File: src/rtl/eth_tx_sched_pkg.sv
// rtl/eth_tx_sched_pkg.sv - shared state encoding and Ethernet/IP/UDP header constants
package eth_tx_sched_pkg;

  typedef enum logic [1:0] {
    IDLE   = 2'd0,
    ARP_TX = 2'd1,
    UDP_TX = 2'd2,
    GAP    = 2'd3
  } state_t;

  localparam logic [15:0] ETH_TYPE_ARP   = 16'h0806;
  localparam logic [15:0] ETH_TYPE_IPV4  = 16'h0800;
  localparam logic [15:0] UDP_HDR_LEN    = 16'd8;
  localparam logic [15:0] IP_UDP_HDR_LEN = 16'd28;

endpackage

File: src/rtl/eth_tx_sched.sv
// rtl/eth_tx_sched.sv - round-robin ARP/UDP frame scheduler feeding the datagram chain
module eth_tx_sched
  import eth_tx_sched_pkg::*;
#(
  parameter int ARP_PAD_LEN = 18,
  parameter int IFG_CYCLES  = 12,
  parameter int MAX_UDP_LEN = 1472
) (
  input  logic        s_axis_aclk,
  input  logic        s_axis_aresetn,
  input  logic        arp_req,
  output logic        arp_ack,
  input  logic        udp_req,
  input  logic [15:0] udp_len,
  output logic        udp_ack,
  input  logic [7:0]  s_axis_tdata,
  input  logic        s_axis_tvalid,
  input  logic        s_axis_tlast,
  output logic        s_axis_tready,
  output logic [7:0]  m_axis_tdata,
  output logic        m_axis_tvalid,
  output logic        m_axis_tlast,
  output logic        m_axis_tuser,
  input  logic        m_axis_tready,
  output logic        arp_enable,
  output logic        ip_enable,
  output logic        udp_enable,
  output logic [15:0] eth_type,
  output logic [15:0] IP_TotLen,
  output logic [15:0] UDP_TotLen,
  output logic        busy,
  output logic        len_err
);

  localparam logic [15:0] ARP_LAST = 16'(ARP_PAD_LEN - 1);
  localparam logic [15:0] IFG_LAST = 16'(IFG_CYCLES - 1);
  localparam logic [15:0] MAX_LEN  = 16'(MAX_UDP_LEN);

  state_t      state;
  logic [15:0] cnt;
  logic [15:0] frame_len;
  logic        pad;
  logic        rr_arp;

  logic beat_hs;
  logic arp_last;
  logic udp_last;
  logic frame_end;
  logic len_ok;

  assign beat_hs   = m_axis_tvalid && m_axis_tready;
  assign arp_last  = (cnt == ARP_LAST);
  assign udp_last  = (cnt == frame_len - 16'd1);
  assign frame_end = beat_hs && (((state == ARP_TX) && arp_last) ||
                                 ((state == UDP_TX) && udp_last));
  assign len_ok    = (udp_len != 16'd0) && (udp_len <= MAX_LEN);
  assign busy      = (state != IDLE);

  always_comb begin
    m_axis_tdata  = 8'h00;
    m_axis_tvalid = 1'b0;
    m_axis_tlast  = 1'b0;
    m_axis_tuser  = 1'b0;
    s_axis_tready = 1'b0;
    case (state)
      ARP_TX: begin
        m_axis_tvalid = 1'b1;
        m_axis_tlast  = arp_last;
        m_axis_tuser  = (cnt == 16'd0);
      end
      UDP_TX: begin
        m_axis_tlast = udp_last;
        m_axis_tuser = (cnt == 16'd0);
        // After an early tlast the source is cut off and zeros fill the frame
        if (pad) begin
          m_axis_tvalid = 1'b1;
        end else begin
          m_axis_tdata  = s_axis_tdata;
          m_axis_tvalid = s_axis_tvalid;
          s_axis_tready = m_axis_tready;
        end
      end
      default: ;
    endcase
  end

  always_ff @(posedge s_axis_aclk or negedge s_axis_aresetn) begin
    if (!s_axis_aresetn) begin
      state      <= IDLE;
      cnt        <= 16'd0;
      frame_len  <= 16'd0;
      pad        <= 1'b0;
      rr_arp     <= 1'b1;
      arp_ack    <= 1'b0;
      udp_ack    <= 1'b0;
      len_err    <= 1'b0;
      arp_enable <= 1'b0;
      ip_enable  <= 1'b0;
      udp_enable <= 1'b0;
      eth_type   <= 16'd0;
      IP_TotLen  <= 16'd0;
      UDP_TotLen <= 16'd0;
    end else begin
      arp_ack <= 1'b0;
      udp_ack <= 1'b0;
      len_err <= 1'b0;
      case (state)
        IDLE: begin
          // A visible ack means the requester has not yet dropped its request
          if (!arp_ack && !udp_ack) begin
            if (arp_req && (!udp_req || rr_arp)) begin
              arp_ack    <= 1'b1;
              rr_arp     <= 1'b0;
              arp_enable <= 1'b1;
              ip_enable  <= 1'b0;
              udp_enable <= 1'b0;
              eth_type   <= ETH_TYPE_ARP;
              cnt        <= 16'd0;
              state      <= ARP_TX;
            end else if (udp_req) begin
              udp_ack <= 1'b1;
              rr_arp  <= 1'b1;
              if (len_ok) begin
                arp_enable <= 1'b0;
                ip_enable  <= 1'b1;
                udp_enable <= 1'b1;
                eth_type   <= ETH_TYPE_IPV4;
                UDP_TotLen <= udp_len + UDP_HDR_LEN;
                IP_TotLen  <= udp_len + IP_UDP_HDR_LEN;
                frame_len  <= udp_len;
                cnt        <= 16'd0;
                pad        <= 1'b0;
                state      <= UDP_TX;
              end else begin
                len_err <= 1'b1;
              end
            end
          end
        end
        ARP_TX: begin
          if (beat_hs) cnt <= cnt + 16'd1;
        end
        UDP_TX: begin
          if (beat_hs) begin
            cnt <= cnt + 16'd1;
            if (!pad && (s_axis_tlast != udp_last)) len_err <= 1'b1;
            if (!pad && s_axis_tlast && !udp_last) pad <= 1'b1;
          end
        end
        GAP: begin
          if (cnt == IFG_LAST) begin
            cnt   <= 16'd0;
            state <= IDLE;
          end else begin
            cnt <= cnt + 16'd1;
          end
        end
        default: state <= IDLE;
      endcase
      if (frame_end) begin
        cnt <= 16'd0;
        pad <= 1'b0;
        if (IFG_CYCLES == 0) state <= IDLE;
        else state <= GAP;
      end
    end
  end

endmodule

File: config.mk
export PLATFORM = sky130hd
export DESIGN_NAME = eth_tx_sched
export DESIGN_NICKNAME = d
export VERILOG_FILES = /design/src/rtl/eth_tx_sched_pkg.sv /design/src/rtl/eth_tx_sched.sv
export SDC_FILE = /design/constraint.sdc
export NUM_CORES = 1
export LEC_CHECK = 0
export ABC_CLOCK_PERIOD_IN_PS = 3900
export BUFFER_PORTS_ARGS = -buffer_cell sky130_fd_sc_hd__buf_2
export CORE_UTILIZATION = 45
export DETAILED_ROUTE_END_ITERATION = 10
export PLACE_DENSITY = 0.79
export RECOVER_POWER = 50
export SLEW_MARGIN = 20
export SYNTH_ARGS = -nofsm -noshare
export SYNTH_HDL_FRONTEND = slang
export SYNTH_SLANG_ARGS = --single-unit
export TNS_END_PERCENT = 5
File: constraint.sdc
create_clock -name s_axis_aclk -period 3.9 [get_ports s_axis_aclk]
set_input_delay 0.39 -clock s_axis_aclk [delete_from_list [all_inputs] [get_ports s_axis_aclk]]
set_output_delay 0.39 -clock s_axis_aclk [all_outputs]
set_load 0.05 [all_outputs]
* Word level (Yosys, flattened, before mapping) *
Index checks and enable logic that the tools add are counted.

word-level totals
  register bits = 89
  bits of input ports = 31
  output and inout port bits = 67

cells by class
  add/subtract/negate cells = 4
  order comparisons = 1
  equal/unequal tests = 17
  muxes and demuxes = 54
  bitwise logic cells = 1
  reductions and logical operators = 32

operator list
  kind                   count
  $mux 16                10
  $pmux 16 s3            1
  $mux 1                 30
  $ne 3x3->1 const B     6
  $add 16x1->16 const B  1
  $add 16x4->16 const B  1
  $add 16x5->16 const B  1
  $eq 16x16->1           1
  $eq 16x4->1 const B    1
  $eq 16x5->1 const B    1
  $le 16x11->1 const B   1
  $logic_not 16->1       1
  $mux 8                 2
  $reduce_bool 16->1     1
  $sub 16x1->16 const B  1
  $mux 2                 6
  $logic_and 1x1->1      10
  $reduce_and 5->1       2
  $ne 4x4->1 const B     2
  $pmux 1 s2             4
  $reduce_and 4->1       2
  $reduce_and 7->1       1
  $reduce_bool 2->1      3
  $reduce_bool 3->1      2
  12 further kinds       18

* Logic depth before layout (Yosys ltp) *
  word-level depth = 8
  mapped depth = 11
  mapped depth without buffers = 10

* Worst setup path after synthesis *
OpenSTA, ideal clock, no wires.

  kind = register to output
  from = register frame_len[4]
  to = output m_axis_tlast
  data arrival time = 2.598 ns
  required time = 3.510 ns
  path slack = 0.912 ns
  cell stages (with the launch flop) = 10
  path buffers = 2
  cell sequence = dfrtp_1 -> buf_6 -> or4_1 -> buf_2 -> or4_4 -> a32oi_1 -> o211a_1 -> nand2_1 -> nor3_1 -> o21a_1

between the ends
  longest elaborated chain between the ends = 3

RTL lines
  element                 RTL line             text
  start, declared         eth_tx_sched.sv:41   logic [15:0] frame_len;
  start signal, assigned  eth_tx_sched.sv:130  frame_len <= udp_len;
  $sub 16x1->16           eth_tx_sched.sv:53   assign udp_last = (cnt == frame_len - 16'd1);
  $eq 16x16->1            eth_tx_sched.sv:53
  $pmux 1 s2              eth_tx_sched.sv:65   case (state)
  end, declared           eth_tx_sched.sv:22   output logic m_axis_tlast,

Every way passes these cells.

==> impl_metrics.tcl <==
set metrics [dict create \
    status "complete, but fails checks" \
    failed_checks "max-capacitance violations, max-slew violations" \
    postSynthRegisterBits 69 \
    post_cts_resized 0 \
    dr.max_layer_used "met4" \
    wire_length_of_the_first_global_routing_pass_mm 17.3 \
    initial_util_pct 47.1 \
    antenna_cells_inserted 0 \
    yosys_most_used_dff "sky130_fd_sc_hd__dfrtp_1" \
    detail_route.first_pass.iterations 5 \
    synth_largest_type_area_fraction_pct 38.5 \
    post-dp-hpwl_mm 7.56 \
    antenna_violating_nets_post_route 0 \
    floorplan.rows 35 \
    async_flop_share_pct 100 \
    cts.reportedPaths.clkPinSlew_ns 0.08 \
    path_class "reg -> out" \
    fmax_ghz 0.274 \
    netlist_top_cells_area "sky130_fd_sc_hd__dfrtp_1 (39%), sky130_fd_sc_hd__nand2_1 (5.9%), sky130_fd_sc_hd__buf_4 (3.7%)" \
    p_sw_mw 1.33 \
    layout.cell_area.non_filler_sq_mm 0.00495 \
    drv_slew 70 \
    yosys.area_share.xor_xnor_pct 5.75 \
    grt_antenna_before_repair 0 \
    synth-edff-count 0 \
    grt_use_total_pct 21.5 \
    synth.area.mux_share_pct 0.737 \
    met2_length_mm 4.98 \
    detail_route.iter0.violations 255 \
    fin_setup_tns_ns 0 \
    postCtsSetupRepairBufs 0 \
    worst_setup_path_end_kind "output port" \
    yosys_warnings 0 \
    sequential_to_total_area_share_from_yosys_stat_pct 39.1 \
    total_number_of_nets_in_the_final_design 603 \
    largest_net_degree_at_the_start_of_global_routing 70 \
    clock_power_share_pct 23.0 \
    post-route-drc-count 0 \
    clock_tree.htree_level_count 3 \
    synth_compound_area_share_pct 14.9 \
    synthDominantAreaCellType "sky130_fd_sc_hd__dfrtp_1" \
    netlist_area_sq_mm 0.00442 \
    crit_arrival_ns 3.26 \
    worst_slew_pin_slew_ns 1.70 \
    critPathRequiredTime_ns 3.51 \
    final_min_period_over_clock_period_pct 93.5 \
    routed_length_per_instance_um 15.1 \
    detail_route.vias_per_cell 5.51 \
    synthesized_netlist_cell_count 500 \
    tritoncts_num_sinks 69 \
    postPlaceCellArea_sq_mm 0.00476 \
    final_core_area_utilization_pct 52.8 \
    clk_root_buffer_cell "sky130_fd_sc_hd__clkbuf_8" \
    floorplan_die_area_sq_mm 0.0102 \
    dominant_combinational_cell_family_by_area_after_synthesis "simple AND/OR/NAND/NOR gates" \
    power.sequential.fraction_pct 31.8 \
    setup_repair_after_global_routing_missed_its_margin "no" \
    final-hold-violation-count 0 \
    holdWs_ns 0.210 \
    finalSetupViolCount 0 \
    finalWeightedCongestion 0.888 \
    cts-buffers-inserted 9 \
    power.static_leakage_nw 2.35 \
    power.internal_mw 1.57 \
    power_density_mw_per_mm2 586 \
    route.layer.met1.wl_mm 4.67 \
    min_period_ns 3.65 \
    clockBufferDepth 2 \
    share_of_total_power_in_combinational_logic_pct 45.2 \
    cp_max_fo 7 \
    synth_simple_gate_area_share_pct 27.5 \
    boundary_pin_count 98 \
    num_vias 3813 \
    worst_hold_path_type "in -> reg" \
    source_to_sink_clock_delay_at_the_later_pin_of_the_worst_skew_pair_ns 0.35 \
    switching_share_pct 45.7 \
    grt_overflow_total 0 \
    final_cell_mix "sky130_fd_sc_hd__nand2_1 (69), sky130_fd_sc_hd__dfrtp_1 (68), sky130_fd_sc_hd__buf_2 (58)" \
    timing.critical_path.from_type "flop" \
    ir_drop_v 0.000312 \
    cts_tree "yes" \
    post_synth.cell_area_avg_sq_um 8.83 \
    drt-total-wl_mm 10.5 \
    die_w_um 101 \
    slew-limit-headroom_pct -13.6 \
    synthDistinctLibCells 63 \
    maxCapViolCount 1 \
    core_area_sq_mm 0.00937 \
    cts_hold_repair.buffers 0 \
    final.fill_count 888 \
    synth_fa_ha_area_share_pct 3.68 \
    timing.clock.skew_ns 0.00901 \
    total_of_buffers_placed_on_input_and_output_ports 84 \
    vias_in_the_first_global_route 3653 \
    final_common_cell "sky130_fd_sc_hd__nand2_1" \
    chipHeight_um 101 \
    flow.area_growth_from_synthesis_pct 12.1 \
    post_route_cells_drive_above_1_share_pct 16.2 \
    met3RoutedLength_um 641 \
]
[per-stage QoR]
step                      instances  power [mW]  setup slack (ns)
final                           692        2.90             0.255
after global routing            692        3.06             0.106
after CTS                       692        2.92             0.286
after detailed placement        677        2.25             0.604
after global placement          677        2.21             0.709
after floorplan                 512        2.02             0.912
[Yosys cell counts (all sizes together), types with 2 or more instances]
master / instances
nand3b: 4
or2: 4
xor2: 17
o21bai: 9
nor3b: 6
or4: 5
nor2b: 9
and2: 26
nor4bb: 2
a221o: 6
nor3: 9
or3: 3
o21a: 4
nand3: 20
or3b: 2
o21ai: 31
o31ai: 4
nand4: 3
nand4b: 3
nor2: 27
dfrtp: 68
nand2b: 6
clkbuf: 23
a211oi: 2
buf: 27
ha: 13
a22o: 9
and3: 11
nor4: 13
inv: 18
o211a: 2
xnor2: 12
a31oi: 3
a221oi: 2
a21oi: 9
nor4b: 2
nand2: 69
mux2: 2
[state kept, by name, indices dropped and copies added (netlist names)]
signal / flops
IP_TotLen: 16
UDP_TotLen: 14
arp_ack: 1
cnt: 16
eth_type: 2
frame_len: 13
len_err: 1
pad: 1
rr_arp: 1
state: 2
udp_ack: 1
udp_enable: 1
[worst max-delay path, cell delays in order (launching register included)]
cell	delay, ns
sky130_fd_sc_hd__dfrtp_1	0.46
sky130_fd_sc_hd__inv_1	0.13
sky130_fd_sc_hd__ha_1	0.21
sky130_fd_sc_hd__or3b_1	0.47
sky130_fd_sc_hd__or4_4	0.52
sky130_fd_sc_hd__a32oi_1	0.19
sky130_fd_sc_hd__o211a_1	0.19
sky130_fd_sc_hd__nand2_1	0.05
sky130_fd_sc_hd__nor3_1	0.26
sky130_fd_sc_hd__o21a_1	0.16
sky130_fd_sc_hd__buf_2	0.26
[logic make-up (layout without fill, tap and decap cells)]
group / after synthesis / count (layout)
adder cells (fa/ha/maj): 13 / 13
multiplexers: 3 / 3
buffers and inverters: 68 / 119
other: 1 / 13
flip-flops: 69 / 69
AND/OR/NAND/NOR: 225 / 225
XOR/XNOR: 29 / 29
AO/OA/AOI/OAI: 92 / 92
[worst paths after layout]
path,from,to,slack [ns],cells after the start
worst min-delay path,arp_req,rr_arp$_DFFE_PN1P_,0.21,2
worst max register to register,IP_TotLen[0]$_DFFE_PN0P_,cnt[14]$_DFFE_PN0P_,0.55,10
worst min register to register,eth_type[11]$_DFFE_PN0P_,eth_type[11]$_DFFE_PN0P_,0.47,1
worst max-delay path,IP_TotLen[0]$_DFFE_PN0P_,m_axis_tlast,0.25,10
max in group asynchronous,s_axis_aresetn,frame_len[5]$_DFFE_PN0P_,2.31,2
min in group asynchronous,s_axis_aresetn,cnt[9]$_DFFE_PN0P_,0.57,2
[per-layer routing]
metal  global-route usage, %  vias to the layer above
li1                        -                     1818
met1                    29.2                     1835
met2                    34.3                      138
met3                    4.37                       22
met4                    6.69                        0
met5                       0                        -
[power by group through the flow]
stage	combinational, mW	clock [mW]	sequential (mW)
2_1_floorplan	0.969	0	1.05
6_report	1.31	0.667	0.921
4_1_cts	1.32	0.675	0.919
5_1_grt	1.42	0.706	0.937
3_5_place_dp	1.32	0	0.932
3_3_place_gp	1.29	0	0.924
[cell type report]
| cell class | instances | area, sq um | area share [%] |
|---|---|---|---|
| multi-input cells | 375 | 2370 | 47.9 |
| inverters | 18 | 67.6 | 1.36 |
| well taps | 129 | 161 | 3.26 |
| flip-flops and latches | 69 | 1730 | 34.9 |
| clock inverters | 5 | 85.1 | 1.72 |
| repair buffers | 86 | 400 | 8.09 |
| clock buffers | 10 | 138 | 2.78 |
Power figures use the tool's default switching activity.
